==> src/rtl/depth_test_unit_if.sv <==
// Fragment stream, clear control, depth RAM and frame buffer signals of the
// depth test unit. The DUT uses the slave modport; the driving side uses master.
interface depth_test_unit_if #(
   parameter int FB_ADDR_WIDTH = 15,
   parameter int DEPTH_WIDTH   = 16,
   parameter int COLOR_WIDTH   = 12
);
   logic                     frag_valid;
   logic                     frag_ready;
   logic [FB_ADDR_WIDTH-1:0] frag_addr;
   logic [DEPTH_WIDTH-1:0]   frag_depth;
   logic [COLOR_WIDTH-1:0]   frag_color;
   logic                     clear_req;
   logic                     clear_busy;
   logic [FB_ADDR_WIDTH-1:0] zb_rd_addr;
   logic [DEPTH_WIDTH-1:0]   zb_rd_data;
   logic                     zb_wr_en;
   logic [FB_ADDR_WIDTH-1:0] zb_wr_addr;
   logic [DEPTH_WIDTH-1:0]   zb_wr_data;
   logic                     fb_wr_en;
   logic [FB_ADDR_WIDTH-1:0] fb_wr_addr;
   logic [COLOR_WIDTH-1:0]   fb_wr_data;
   logic [31:0]              frag_count;
   logic [31:0]              pass_count;

   modport master (
      output frag_valid, frag_addr, frag_depth, frag_color, clear_req, zb_rd_data,
      input  frag_ready, clear_busy, zb_rd_addr, zb_wr_en, zb_wr_addr, zb_wr_data,
      input  fb_wr_en, fb_wr_addr, fb_wr_data, frag_count, pass_count
   );

   modport slave (
      input  frag_valid, frag_addr, frag_depth, frag_color, clear_req, zb_rd_data,
      output frag_ready, clear_busy, zb_rd_addr, zb_wr_en, zb_wr_addr, zb_wr_data,
      output fb_wr_en, fb_wr_addr, fb_wr_data, frag_count, pass_count
   );
endinterface

==> src/rtl/depth_test_unit.sv <==
// Z-buffer read / compare / conditional write pipeline (latency 2, one fragment
// per cycle) with write forwarding, plus a full-buffer clear sweep.
module depth_test_unit #(
   parameter int                     FB_ADDR_WIDTH = 15,
   parameter int                     FB_SIZE       = 19200,
   parameter int                     DEPTH_WIDTH   = 16,
   parameter int                     COLOR_WIDTH   = 12,
   parameter logic [DEPTH_WIDTH-1:0] CLEAR_DEPTH   = 16'h7FFF,
   parameter logic [COLOR_WIDTH-1:0] CLEAR_COLOR   = 12'h000
) (
   input logic              clk,
   input logic              rst,
   depth_test_unit_if.slave bus
);
   localparam logic [FB_ADDR_WIDTH-1:0] SWEEP_END = FB_ADDR_WIDTH'(FB_SIZE);

   typedef enum logic [1:0] {IDLE = 2'd0, DRAIN = 2'd1, SWEEP = 2'd2} state_t;

   state_t                   state_q, state_d;
   logic                     drain_cnt_q, drain_cnt_d;
   logic [FB_ADDR_WIDTH-1:0] sweep_addr_q, sweep_addr_d;
   logic                     s1_valid_q, s1_valid_d;
   logic [FB_ADDR_WIDTH-1:0] s1_addr_q, s1_addr_d;
   logic [DEPTH_WIDTH-1:0]   s1_depth_q, s1_depth_d;
   logic [COLOR_WIDTH-1:0]   s1_color_q, s1_color_d;
   logic                     wr_en_q, wr_en_d;
   logic [FB_ADDR_WIDTH-1:0] wr_addr_q, wr_addr_d;
   logic [DEPTH_WIDTH-1:0]   wr_depth_q, wr_depth_d;
   logic [COLOR_WIDTH-1:0]   wr_color_q, wr_color_d;
   logic                     h1_en_q, h1_en_d;
   logic [FB_ADDR_WIDTH-1:0] h1_addr_q, h1_addr_d;
   logic [DEPTH_WIDTH-1:0]   h1_depth_q, h1_depth_d;
   logic [31:0]              frag_count_q, frag_count_d;
   logic [31:0]              pass_count_q, pass_count_d;
   logic                     accept_s;
   logic                     pass_s;
   logic [DEPTH_WIDTH-1:0]   stored_s;

   assign accept_s = bus.frag_valid && (state_q == IDLE);

   always_comb begin
      state_d      = state_q;
      drain_cnt_d  = drain_cnt_q;
      sweep_addr_d = sweep_addr_q;
      case (state_q)
         IDLE: begin
            if (bus.clear_req) begin
               state_d     = DRAIN;
               drain_cnt_d = 1'b0;
            end
         end
         DRAIN: begin
            if (drain_cnt_q) begin
               state_d      = SWEEP;
               sweep_addr_d = '0;
            end else begin
               drain_cnt_d = 1'b1;
            end
         end
         // SWEEP_END is reached one cycle after the last issue, so that write is still under clear_busy.
         SWEEP: begin
            if (sweep_addr_q == SWEEP_END) begin
               state_d = IDLE;
            end else begin
               sweep_addr_d = sweep_addr_q + 1'b1;
            end
         end
         default: state_d = IDLE;
      endcase
   end

   // The RAM read misses the writes on zb_wr_* now and one cycle ago; take the newest matching one.
   always_comb begin
      stored_s = bus.zb_rd_data;
      if (h1_en_q && (h1_addr_q == s1_addr_q)) begin
         stored_s = h1_depth_q;
      end
      if (wr_en_q && (wr_addr_q == s1_addr_q)) begin
         stored_s = wr_depth_q;
      end
      pass_s = s1_valid_q && ($signed(s1_depth_q) < $signed(stored_s));
   end

   always_comb begin
      s1_valid_d = accept_s;
      s1_addr_d  = bus.frag_addr;
      s1_depth_d = bus.frag_depth;
      s1_color_d = bus.frag_color;
      h1_en_d    = wr_en_q;
      h1_addr_d  = wr_addr_q;
      h1_depth_d = wr_depth_q;
      wr_en_d    = 1'b0;
      wr_addr_d  = s1_addr_q;
      wr_depth_d = s1_depth_q;
      wr_color_d = s1_color_q;
      if ((state_q == SWEEP) && (sweep_addr_q != SWEEP_END)) begin
         wr_en_d    = 1'b1;
         wr_addr_d  = sweep_addr_q;
         wr_depth_d = CLEAR_DEPTH;
         wr_color_d = CLEAR_COLOR;
      end else if (pass_s) begin
         wr_en_d = 1'b1;
      end else begin
         wr_en_d = 1'b0;
      end
   end

   // Fragments still in flight when a clear is taken are not counted toward the new frame.
   always_comb begin
      frag_count_d = frag_count_q;
      pass_count_d = pass_count_q;
      if ((state_q == IDLE) && bus.clear_req) begin
         frag_count_d = 32'd0;
         pass_count_d = 32'd0;
      end else if (state_q == IDLE) begin
         if (accept_s) begin
            frag_count_d = frag_count_q + 32'd1;
         end
         if (pass_s) begin
            pass_count_d = pass_count_q + 32'd1;
         end
      end else begin
         frag_count_d = frag_count_q;
      end
   end

   always_ff @(posedge clk or posedge rst) begin
      if (rst) begin
         state_q      <= IDLE;
         drain_cnt_q  <= 1'b0;
         sweep_addr_q <= '0;
         s1_valid_q   <= 1'b0;
         s1_addr_q    <= '0;
         s1_depth_q   <= '0;
         s1_color_q   <= '0;
         wr_en_q      <= 1'b0;
         wr_addr_q    <= '0;
         wr_depth_q   <= '0;
         wr_color_q   <= '0;
         h1_en_q      <= 1'b0;
         h1_addr_q    <= '0;
         h1_depth_q   <= '0;
         frag_count_q <= 32'd0;
         pass_count_q <= 32'd0;
      end else begin
         state_q      <= state_d;
         drain_cnt_q  <= drain_cnt_d;
         sweep_addr_q <= sweep_addr_d;
         s1_valid_q   <= s1_valid_d;
         s1_addr_q    <= s1_addr_d;
         s1_depth_q   <= s1_depth_d;
         s1_color_q   <= s1_color_d;
         wr_en_q      <= wr_en_d;
         wr_addr_q    <= wr_addr_d;
         wr_depth_q   <= wr_depth_d;
         wr_color_q   <= wr_color_d;
         h1_en_q      <= h1_en_d;
         h1_addr_q    <= h1_addr_d;
         h1_depth_q   <= h1_depth_d;
         frag_count_q <= frag_count_d;
         pass_count_q <= pass_count_d;
      end
   end

   assign bus.frag_ready = (state_q == IDLE);
   assign bus.clear_busy = (state_q != IDLE);
   assign bus.zb_rd_addr = bus.frag_addr;
   assign bus.zb_wr_en   = wr_en_q;
   assign bus.zb_wr_addr = wr_addr_q;
   assign bus.zb_wr_data = wr_depth_q;
   assign bus.fb_wr_en   = wr_en_q;
   assign bus.fb_wr_addr = wr_addr_q;
   assign bus.fb_wr_data = wr_color_q;
   assign bus.frag_count = frag_count_q;
   assign bus.pass_count = pass_count_q;
endmodule

==> src/flat_wrapper.sv <==
// flat-port wrapper written by rule: the top's interface ports become plain ports
module depth_test_unit_flat 
#(
   parameter int                     FB_ADDR_WIDTH = 15,
   parameter int                     FB_SIZE       = 19200,
   parameter int                     DEPTH_WIDTH   = 16,
   parameter int                     COLOR_WIDTH   = 12,
   parameter logic [DEPTH_WIDTH-1:0] CLEAR_DEPTH   = 16'h7FFF,
   parameter logic [COLOR_WIDTH-1:0] CLEAR_COLOR   = 12'h000
)
  (clk, rst, bus_frag_valid, bus_frag_addr, bus_frag_depth, bus_frag_color, bus_clear_req, bus_zb_rd_data, bus_frag_ready, bus_clear_busy, bus_zb_rd_addr, bus_zb_wr_en, bus_zb_wr_addr, bus_zb_wr_data, bus_fb_wr_en, bus_fb_wr_addr, bus_fb_wr_data, bus_frag_count, bus_pass_count);
  depth_test_unit_if #(.FB_ADDR_WIDTH(FB_ADDR_WIDTH), .DEPTH_WIDTH(DEPTH_WIDTH), .COLOR_WIDTH(COLOR_WIDTH)) bus_i ();
  input logic clk;
  input logic rst;
  input wire logic [$bits(bus_i.frag_valid)-1:0] bus_frag_valid;
  input wire logic [$bits(bus_i.frag_addr)-1:0] bus_frag_addr;
  input wire logic [$bits(bus_i.frag_depth)-1:0] bus_frag_depth;
  input wire logic [$bits(bus_i.frag_color)-1:0] bus_frag_color;
  input wire logic [$bits(bus_i.clear_req)-1:0] bus_clear_req;
  input wire logic [$bits(bus_i.zb_rd_data)-1:0] bus_zb_rd_data;
  output wire logic [$bits(bus_i.frag_ready)-1:0] bus_frag_ready;
  output wire logic [$bits(bus_i.clear_busy)-1:0] bus_clear_busy;
  output wire logic [$bits(bus_i.zb_rd_addr)-1:0] bus_zb_rd_addr;
  output wire logic [$bits(bus_i.zb_wr_en)-1:0] bus_zb_wr_en;
  output wire logic [$bits(bus_i.zb_wr_addr)-1:0] bus_zb_wr_addr;
  output wire logic [$bits(bus_i.zb_wr_data)-1:0] bus_zb_wr_data;
  output wire logic [$bits(bus_i.fb_wr_en)-1:0] bus_fb_wr_en;
  output wire logic [$bits(bus_i.fb_wr_addr)-1:0] bus_fb_wr_addr;
  output wire logic [$bits(bus_i.fb_wr_data)-1:0] bus_fb_wr_data;
  output wire logic [$bits(bus_i.frag_count)-1:0] bus_frag_count;
  output wire logic [$bits(bus_i.pass_count)-1:0] bus_pass_count;
  assign bus_i.frag_valid = bus_frag_valid;
  assign bus_i.frag_addr = bus_frag_addr;
  assign bus_i.frag_depth = bus_frag_depth;
  assign bus_i.frag_color = bus_frag_color;
  assign bus_i.clear_req = bus_clear_req;
  assign bus_i.zb_rd_data = bus_zb_rd_data;
  assign bus_frag_ready = bus_i.frag_ready;
  assign bus_clear_busy = bus_i.clear_busy;
  assign bus_zb_rd_addr = bus_i.zb_rd_addr;
  assign bus_zb_wr_en = bus_i.zb_wr_en;
  assign bus_zb_wr_addr = bus_i.zb_wr_addr;
  assign bus_zb_wr_data = bus_i.zb_wr_data;
  assign bus_fb_wr_en = bus_i.fb_wr_en;
  assign bus_fb_wr_addr = bus_i.fb_wr_addr;
  assign bus_fb_wr_data = bus_i.fb_wr_data;
  assign bus_frag_count = bus_i.frag_count;
  assign bus_pass_count = bus_i.pass_count;
  depth_test_unit #(.FB_ADDR_WIDTH(FB_ADDR_WIDTH), .FB_SIZE(FB_SIZE), .DEPTH_WIDTH(DEPTH_WIDTH), .COLOR_WIDTH(COLOR_WIDTH), .CLEAR_DEPTH(CLEAR_DEPTH), .CLEAR_COLOR(CLEAR_COLOR)) u_core (.clk(clk), .rst(rst), .bus(bus_i));
endmodule
==> config.mk <==
export PLATFORM = sky130hd
export DESIGN_NAME = depth_test_unit_flat
export DESIGN_NICKNAME = d
export VERILOG_FILES = /design/src/rtl/depth_test_unit_if.sv /design/src/rtl/depth_test_unit.sv /design/src/flat_wrapper.sv
export SDC_FILE = /design/constraint.sdc
export NUM_CORES = 1
export LEC_CHECK = 0
export ABC_AREA = 1
export CORE_ASPECT_RATIO = 0.5
export CORE_UTILIZATION = 41
export DETAILED_ROUTE_END_ITERATION = 6
export GPL_TIMING_DRIVEN = 0
export PLACE_DENSITY_LB_ADDON = 0.05
export SYNTH_ARGS = -nofsm -noshare
export SYNTH_HDL_FRONTEND = slang
export SYNTH_SLANG_ARGS = --single-unit
==> constraint.sdc <==
create_clock -name clk -period 12.9 [get_ports clk]
set_input_delay 1.935 -clock clk [delete_from_list [all_inputs] [get_ports clk]]
set_output_delay 1.935 -clock clk [all_outputs]
set_load 0.05 [all_outputs]
# Yosys cells after proc, flatten, opt, wreduce, memory -nomap -nowiden
# Index checks and enable logic that the tools add are counted.
# word_totals
ramBits,0
mem_count,0
romBits,0
reg_bits,202
latchBits,0
elab_cells,70
# op_classes
n_bitwise,0
mul,0
shift,0
n_div,0
n_reduce_logical,18
n_mux,22
add_sub_neg,3
order_cmp,1
eq_ne,10
# ops
operator,n
$mux 32,6
$add 32x1->32 const B,2
$mux 16,3
$mux 15,3
$eq 15x15->1,2
$pmux 15 s2,1
$lt 16x16->1,1
$add 15x1->15 const B,1
$eq 15x15->1 const B,1
$ne 15x15->1 const B,1
$mux 12,1
$reduce_bool 2->1,6
$logic_and 1x1->1,6
$mux 2,3
$pmux 2 s3,1
$reduce_and 2->1,3
$reduce_and 3->1,2
$ne 2x1->1 const B,2
$ne 2x2->1 const B,2
$mux 1,3
$eq 2x1->1 const B,1
$eq 2x2->1 const B,1
$logic_not 2->1,1
$pmux 1 s2,1

# Logic depth before layout (Yosys ltp)
# Gate-level depths: netlist of the first run.
# depth
ltp_word,9
ltp_mapped,25
mapped_depth_nobuf,23

# Worst setup path before layout of the first run
# OpenSTA, ideal clock, no wires.
# synth_timing
path_type,input -> output
startpoint,input bus_frag_addr[0]
endpoint,output bus_zb_rd_addr[0]
path_slack_ns,8.860
arrival_time_ns,2.105
required_time_ns,10.965
stages,1
cell_sequence,buf_4
# synth_lines
element,line,text
"start, declared",flat_wrapper.sv:16,input wire logic [$bits(bus_i.frag_addr)-1:0] bus_frag_addr;
"end, declared",flat_wrapper.sv:23,output wire logic [$bits(bus_i.zb_rd_addr)-1:0] bus_zb_rd_addr;
# No word-level cell between the ends.

# Final worst setup path of the first run
# layout_timing
startpoint,input bus_frag_addr[12]
endpoint,output bus_zb_rd_addr[12]
# No word-level cell between the ends.

==> key figures, run 1 <==
Run status
  – Outcome: finished clean

Power
  – Net Sw Frac: 0.385
  – Peak supply drop: 0.0932 mV
  – Leakage power: slightly above 6 nW
  – Clock power frac: 0.299
  – Pwr dens: about 170 nW/µm²
  – Power share of the sequential group: 0.357
  – Comb power frac: 0.345
  – Int Pwr: between 1 and 1.5 mW
  – Sw Pwr: about 0.84 mW

CTS
  – Worst-path clk slew: 60 ps
  – CTS tree: done
  – Root Buffer: clkbuf_16
  – CTS Buf Count: 21
  – Setup bufs post-CTS: 0
  – CTS Sinks: approximately 200
  – H-Tree Depth: 1
  – CTS max path bufs: 3
  – Latest clock arrival within the worst-skew pair: ~510 ps
  – Hold-fix buffers at CTS: 0
  – CTS resizes: 0

Finish
  – Register Area: between 5000 and 6000 µm²
  – Antenna cell count: 0
  – Area grow syn2layout: 31.7%
  – Nets: ~1.5k
  – Share of cells above drive strength 1: 0.111
  – Multi-input logic area: ~4000 µm²
  – Filler cells: roughly 2.1k
  – Commonest non-fill, non-tap cell in the layout: nand2_1
  – Design Area, Final: between 10,000 and 15,000 µm²
  – Final Core Density: 0.564
  – Most frequent cells in the layout: 248 x nand2_1, 203 x clkdlybuf4s50_1, 202 x dfrtp_1, 151 x inv_1, 112 x nor2_1

Synthesis
  – Post-synth EDFFs: 0
  – Post-Syn Nets: about 1.3k
  – Average size of a mapped cell: between 8 and 9 µm²
  – Mux cell area share after synthesis: 0
  – Sequential element share of the synthesized area: 0.505
  – Async set-or-reset flop fraction in the synthesized netlist: 1.00
  – Distinct cells, synth: 52
  – Synth Cell Area: between 10,000 and 15,000 µm²
  – Synthesized-area fraction occupied by and/or/nand/nor cells: 0.267
  – Largest family of logic cells by synthesized area: simple AND/OR/NAND/NOR gates
  – Seq cells post-synth: around 200
  – Post-synth top flop: dfrtp_1
  – Compound-Gate Fraction of Synth Area: 0.0763
  – Post-Syn Instances: ~1.2k
  – Post-Synth XOR/XNOR Area: 0.0166
  – Post-Synth Adder-Cell Area: 0.0288
  – Synth Warn #: 0

Global route
  – Grt ovf: 0
  – Pin count of the biggest net entering global routing: around 130
  – All-Layer GR Usage: 0.213
  – Initial antenna violation count: 0
  – Vias in the first global route: 8,287
  – First-pass GRT wire length: 42,700 µm

Setup path
  – Reg2reg path depth: 21
  – Data arrival, critical path: approximately 3400 ps
  – Crit path kind: in2out
  – CP endpoint: bus_zb_rd_addr[12]
  – FF-to-FF Start: u_core.bus.fb_wr_addr[5]
  – R2R Setup Slk: between 8000 and 9000 ps
  – Crit. End Element: primary output
  – Critical Path Start Type: primary input
  – Req. time, crit path: ~11,000 ps
  – Worst R2R End: u_core.bus.pass_count[19]
  – Maximum fanout along the worst path: 2
  – Critical path origin: bus_frag_addr[12]

Timing
  – Fin crit share: 0.410
  – Min Hold Slack: around 390 ps
  – Least-Margin Pin Slew: 634 ps
  – Unrepaired setup endpoints after global routing: false
  – Worst Skew: ~11 ps
  – Final TNS setup: 0 ps
  – Final WS setup: around 7600 ps
  – Slew Limit Fails: 0
  – Final setup vio count: 0
  – Hold Vio Cnt, Final: 0
  – Normalized max-slew margin: 0.577
  – Fmax: approximately 190 MHz
  – Final Critical Period: approximately 5300 ps

Detailed routing
  – Initial DRC count: 612
  – Final WL: 26,000 µm
  – DR DRC count: 0
  – Antenna-violating nets left: 0
  – DR vias: about 8.4k
  – Vias per cell: about 4.8
  – DR WL/cell: 15.0 µm
  – DR pass1 iterations: 5

Hold path
  – Hold Crit Depth: 0
  – Worst hold-check path type: reg2reg

Placement
  – Worst slack at placement: around 7600 ps
  – HPWL Detailed: between 15,000 and 20,000 µm
  – Routability congestion estimate: roughly 0.9
  – Port bufs: between 200 and 250
  – Placed cell areas: between 10,000 and 15,000 µm²

Die
  – Initial Util: 0.428
  – Die Height: about 110 µm
  – Row cnt: 39
  – Core region area: between 20,000 and 25,000 µm²
  – Die width: roughly 220 µm
  – # IOs: roughly 200
  – Full die area: about 25,000 µm²

Run
  – Max-Cap Viols: 0
## final cells by class
class                           instances  share of cell area
Buffer                                 62              0.0304
Clock buffer                           24              0.0423
Clock inverter                         12              0.0124
Inverter                              174              0.0502
Multi-Input combinational cell        747               0.295
Sequential cell                       202               0.384
Tap cell                              307              0.0292
Timing Repair Buffer                  204               0.156
## cell families (layout without fill, tap and decap cells)
family	count (synthesis)	count (layout)
AOI/OAI and AO/OA	135	135
xor gates and xnor gates	19	19
adders and majority gates	23	23
buffers and inverters	236	476
DFF	202	202
and+or+nand+nor	570	570
## synth_stat cells (6+ instances only)
| cell | count | area [µm²] |
|---|---|---|
| nor2_2 | 6 | 37.5 |
| inv_1 | 152 | 571 |
| nand3_1 | 89 | 445 |
| nor3b_1 | 6 | 45.0 |
| dfrtp_1 | 202 | 5050 |
| nor3_1 | 25 | 125 |
| o211ai_1 | 15 | 113 |
| a21oi_1 | 37 | 185 |
| buf_4 | 32 | 240 |
| inv_2 | 20 | 75.1 |
| ha_1 | 23 | 288 |
| buf_2 | 7 | 35.0 |
| xor2_1 | 15 | 131 |
| nand2_2 | 8 | 50.1 |
| clkbuf_1 | 18 | 67.6 |
| nor4_1 | 10 | 62.6 |
| nor2_1 | 112 | 420 |
| nor2_4 | 9 | 101 |
| nand4_1 | 22 | 138 |
| or2_2 | 15 | 93.8 |
| nand2_1 | 248 | 931 |
| o21ai_0 | 62 | 310 |
## power by group through the flow
stage	clock [mW]	sequential (mW)	combinational (mW)
detailed placement	0	0.794	0.761
finish	0.655	0.782	0.756
global route	0.698	0.793	0.818
global placement	0	0.791	0.753
CTS	0.672	0.782	0.763
floorplan	0	0.921	0.373
## registers in the layout, indices dropped and copies added, names as in the netlist
name / count
u_core.bus.frag_count: 32
u_core.bus.pass_count: 32
u_core.bus.zb_wr_data: 16
u_core.h1_depth_q: 16
u_core.s1_depth_q: 16
u_core.bus.fb_wr_addr: 15
u_core.h1_addr_q: 15
u_core.s1_addr_q: 15
u_core.sweep_addr_q: 15
u_core.bus.fb_wr_data: 12
u_core.s1_color_q: 12
u_core.state_q: 2
u_core.bus.fb_wr_en: 1
u_core.drain_cnt_q: 1
u_core.h1_en_q: 1
u_core.s1_valid_q: 1
## metrics by stage
step / instances / power (mW)
after floorplan: 1185 / 1.29
after global placement: 1695 / 1.54
after detailed placement: 1696 / 1.55
after CTS: 1732 / 2.22
after global routing: 1732 / 2.31
final: 1732 / 2.19
## worst min-delay path by stage
stage	start	to	slack [ps]
floorplan	u_core.s1_depth_q[0]	u_core.bus.zb_wr_data[0]	420
global placement	u_core.bus.zb_wr_data[3]	u_core.h1_depth_q[3]	380
detailed placement	u_core.bus.zb_wr_data[15]	u_core.h1_depth_q[15]	380
CTS	u_core.bus.zb_wr_data[15]	u_core.h1_depth_q[15]	390
global route	u_core.bus.zb_wr_data[3]	u_core.h1_depth_q[3]	410
finish	u_core.bus.zb_wr_data[15]	u_core.h1_depth_q[15]	390
## layer usage
layer / GRT usage / vias to the layer above / share of wire
met5: 0 / - / 0
met4: 0.0349 / 0 / 0.014
met3: 0.0408 / 27 / 0.048
met2: 0.346 / 174 / 0.46
met1: 0.300 / 3979 / 0.47
li1: - / 4220 / -
## worst max-delay path, stage by stage
cell,delay [ps]
clkdlybuf4s50_1,500
buf_4,110
clkdlybuf4s50_1,800
No activity file was read; power rests on OpenSTA's default activity.
==> inputs of run 2 (changes only) <==
==> constraint.sdc (replaced) <==
create_clock -name clk -period 4.5 [get_ports clk]
set_input_delay 0.675 -clock clk [delete_from_list [all_inputs] [get_ports clk]]
set_output_delay 0.675 -clock clk [all_outputs]
set_load 0.05 [all_outputs]
==> key figures, run 2 (synthesis gave the netlist of run 1 again) <==
Power
  – Int Pwr: between 3 and 4 mW
  – Overall Power: approximately 6.3 mW
  – Clock power frac: 0.294
  – Pwr dens: 473 nW/µm²
  – Peak supply drop: slightly above 0.2 mV
  – Sw Pwr: 2.41 mW
  – Net Sw Frac: 0.385
  – Leakage power: 6.20 nW
  – Power share of the sequential group: 0.358
  – Comb power frac: 0.349

CTS
  – Hold-fix buffers at CTS: 0
  – Setup bufs post-CTS: 0
  – CTS tree: done
  – Worst-path clk slew: approximately 70 ps
  – Latest clock arrival within the worst-skew pair: approximately 510 ps
  – CTS Sinks: between 200 and 250
  – CTS Buf Count: 20
  – CTS max path bufs: 3
  – Root Buffer: clkbuf_16
  – H-Tree Depth: 1
  – CTS resizes: 0

Timing
  – Final Critical Period: ~4000 ps
  – Hold Vio Cnt, Final: 0
  – Unrepaired setup endpoints after global routing: false
  – Slew Limit Fails: 0
  – Least-Margin Pin Slew: slightly above 600 ps
  – Min Hold Slack: 397 ps
  – Normalized max-slew margin: 0.596
  – Fin crit share: 0.882
  – Fmax: 252 MHz
  – Worst Skew: about 15 ps
  – Final setup vio count: 0

Setup path
  – R2R Setup Slk: between 500 and 600 ps
  – Crit path kind: reg2reg
  – FF-to-FF Start: u_core.bus.fb_wr_addr[5]
  – Crit. End Element: register
  – Data arrival, critical path: roughly 4400 ps
  – Worst R2R End: u_core.bus.pass_count[25]
  – Req. time, crit path: 4880 ps
  – Critical Path, Cell by Cell: inv_1 -> nand2_1 -> nand2_1 -> nor3b_1 -> nand4_1 -> nor4_1 -> nand4_1 -> clkbuf_1 -> o211ai_1 -> o21ai_0 -> ha_1 -> a21oi_1 -> nor2_1 -> a211oi_1 -> o221a_2 -> nand3_1 -> nand3_2 -> nand2_2 -> buf_6 -> nand3_1 -> nand2_1
  – Maximum fanout along the worst path: 10
  – Crit path max-delay cell type: dfrtp_1
  – Worst Path Buf+Inv: 3
  – Critical path's top delay family: simple AND/OR/NAND/NOR gates
  – Reg2reg path depth: 21
  – CP max stage delay: approximately 470 ps
  – Critical Path Start Type: register
  – Most used cell, CP: nand2_1

Finish
  – Final Core Density: 0.566
  – Antenna cell count: 0
  – Commonest non-fill, non-tap cell in the layout: nand2_1
  – Share of cells above drive strength 1: 0.112
  – Nets: roughly 1.5k
  – Final non-filler cell total: 1,736
  – Most frequent cells in the layout: 248 x nand2_1, 203 x clkdlybuf4s50_1, 202 x dfrtp_1, 151 x inv_1, 112 x nor2_1
  – Area grow syn2layout: 32.4%
  – Design Area, Final: around 13,000 µm²

Die
  – Row cnt: 39
  – Die width: ~220 µm
  – Die Height: about 110 µm
  – Full die area: around 25,000 µm²
  – Core region area: 23,400 µm²
  – # IOs: about 200
  – Initial Util: 0.428

Detailed routing
  – DR pass1 iterations: 5
  – DR DRC count: 0
  – Final WL: around 26,000 µm
  – Initial DRC count: roughly 540
  – DR WL/cell: 14.9 µm
  – Vias per cell: about 4.9
  – Antenna-violating nets left: 0
  – DR vias: 8,420

Placement
  – Cells after DPL: roughly 1.7k
  – HPWL Detailed: ~19,000 µm
  – Port bufs: roughly 200
  – Placed cell areas: around 13,000 µm²
  – Routability congestion estimate: 0.892

Global route
  – Vias in the first global route: about 8.2k
  – All-Layer GR Usage: 0.210
  – First-pass GRT wire length: approximately 42,000 µm
  – Initial antenna violation count: 0
  – Pin count of the biggest net entering global routing: 43
  – Grt ovf: 0

Hold path
  – Hold Crit Endpoint: u_core.h1_depth_q[10]
  – Hold Crit Depth: 0
  – Hold_sp: u_core.bus.zb_wr_data[10]
  – Worst hold-check path type: reg2reg

Run status
  – Outcome: finished clean

Run
  – Max-Cap Viols: 0
-- run 2: changes by cell type in the layout (fill, tap and decap cells not counted) --
cell	change
clkbuf_8	+2
inv_8	-1
buf_16	-1
buf_12	+5
inv_6	-1
clkinv_4	+1
clkbuf_1	+2
clkinv_2	-5
clkinvlp_4	+3
bufinv_16	-1
-- run 2: area by class of cell --
| type | count | area (µm²) |
|---|---|---|
| Buffer | 62 | 400 |
| Clock inverter | 8 | 124 |
| Timing Repair Buffer | 208 | 2130 |
| Fill cell | 2172 | 10100 |
| Sequential cell | 202 | 5050 |
| Tap cell | 307 | 384 |
| Multi-Input combinational cell | 747 | 3890 |
| Clock buffer | 28 | 592 |
| Inverter | 174 | 658 |
-- run 2: stage by stage --
stage / TNS, ps / worst slack (ps)
floorplan: 0 / 1130
global placement: -87750 / -456
detailed placement: 0 / 536
CTS: 0 / 492
global route: 0 / 132
finish: 0 / 532
-- run 2: power by group through the flow --
stage               clock [mW]  combinational [mW]  sequential [mW]
CTS                       1.89                2.20             2.24
detailed placement           0                2.19             2.27
global placement             0                2.16             2.27
floorplan                    0                1.07             2.64
finish                    1.84                2.18             2.24
global route              1.96                2.36             2.27
-- run 2: worst max-delay path by stage --
stage,start,to,slack (ps),depth (start not counted)
6_report,u_core.bus.fb_wr_addr[5],u_core.bus.pass_count[25],530,21
5_1_grt,u_core.bus.fb_wr_addr[5],u_core.bus.pass_count[26],130,21
4_1_cts,u_core.bus.fb_wr_addr[5],u_core.bus.pass_count[25],490,22
3_5_place_dp,u_core.bus.fb_wr_addr[5],u_core.bus.pass_count[5],540,22
3_3_place_gp,rst,u_core.h1_depth_q[1],-460,2
2_1_floorplan,u_core.bus.fb_wr_addr[5],u_core.bus.pass_count[4],1130,21
-- run 2: per-layer routing --
| layer | track usage | routed length [µm] | vias to the layer above |
|---|---|---|---|
| met4 | 0.0382 | 369 | 0 |
| li1 | - | - | 4230 |
| met2 | 0.336 | 11700 | 176 |
| met5 | 0 | 0 | - |
| met3 | 0.0364 | 1160 | 26 |
| met1 | 0.303 | 12700 | 3988 |
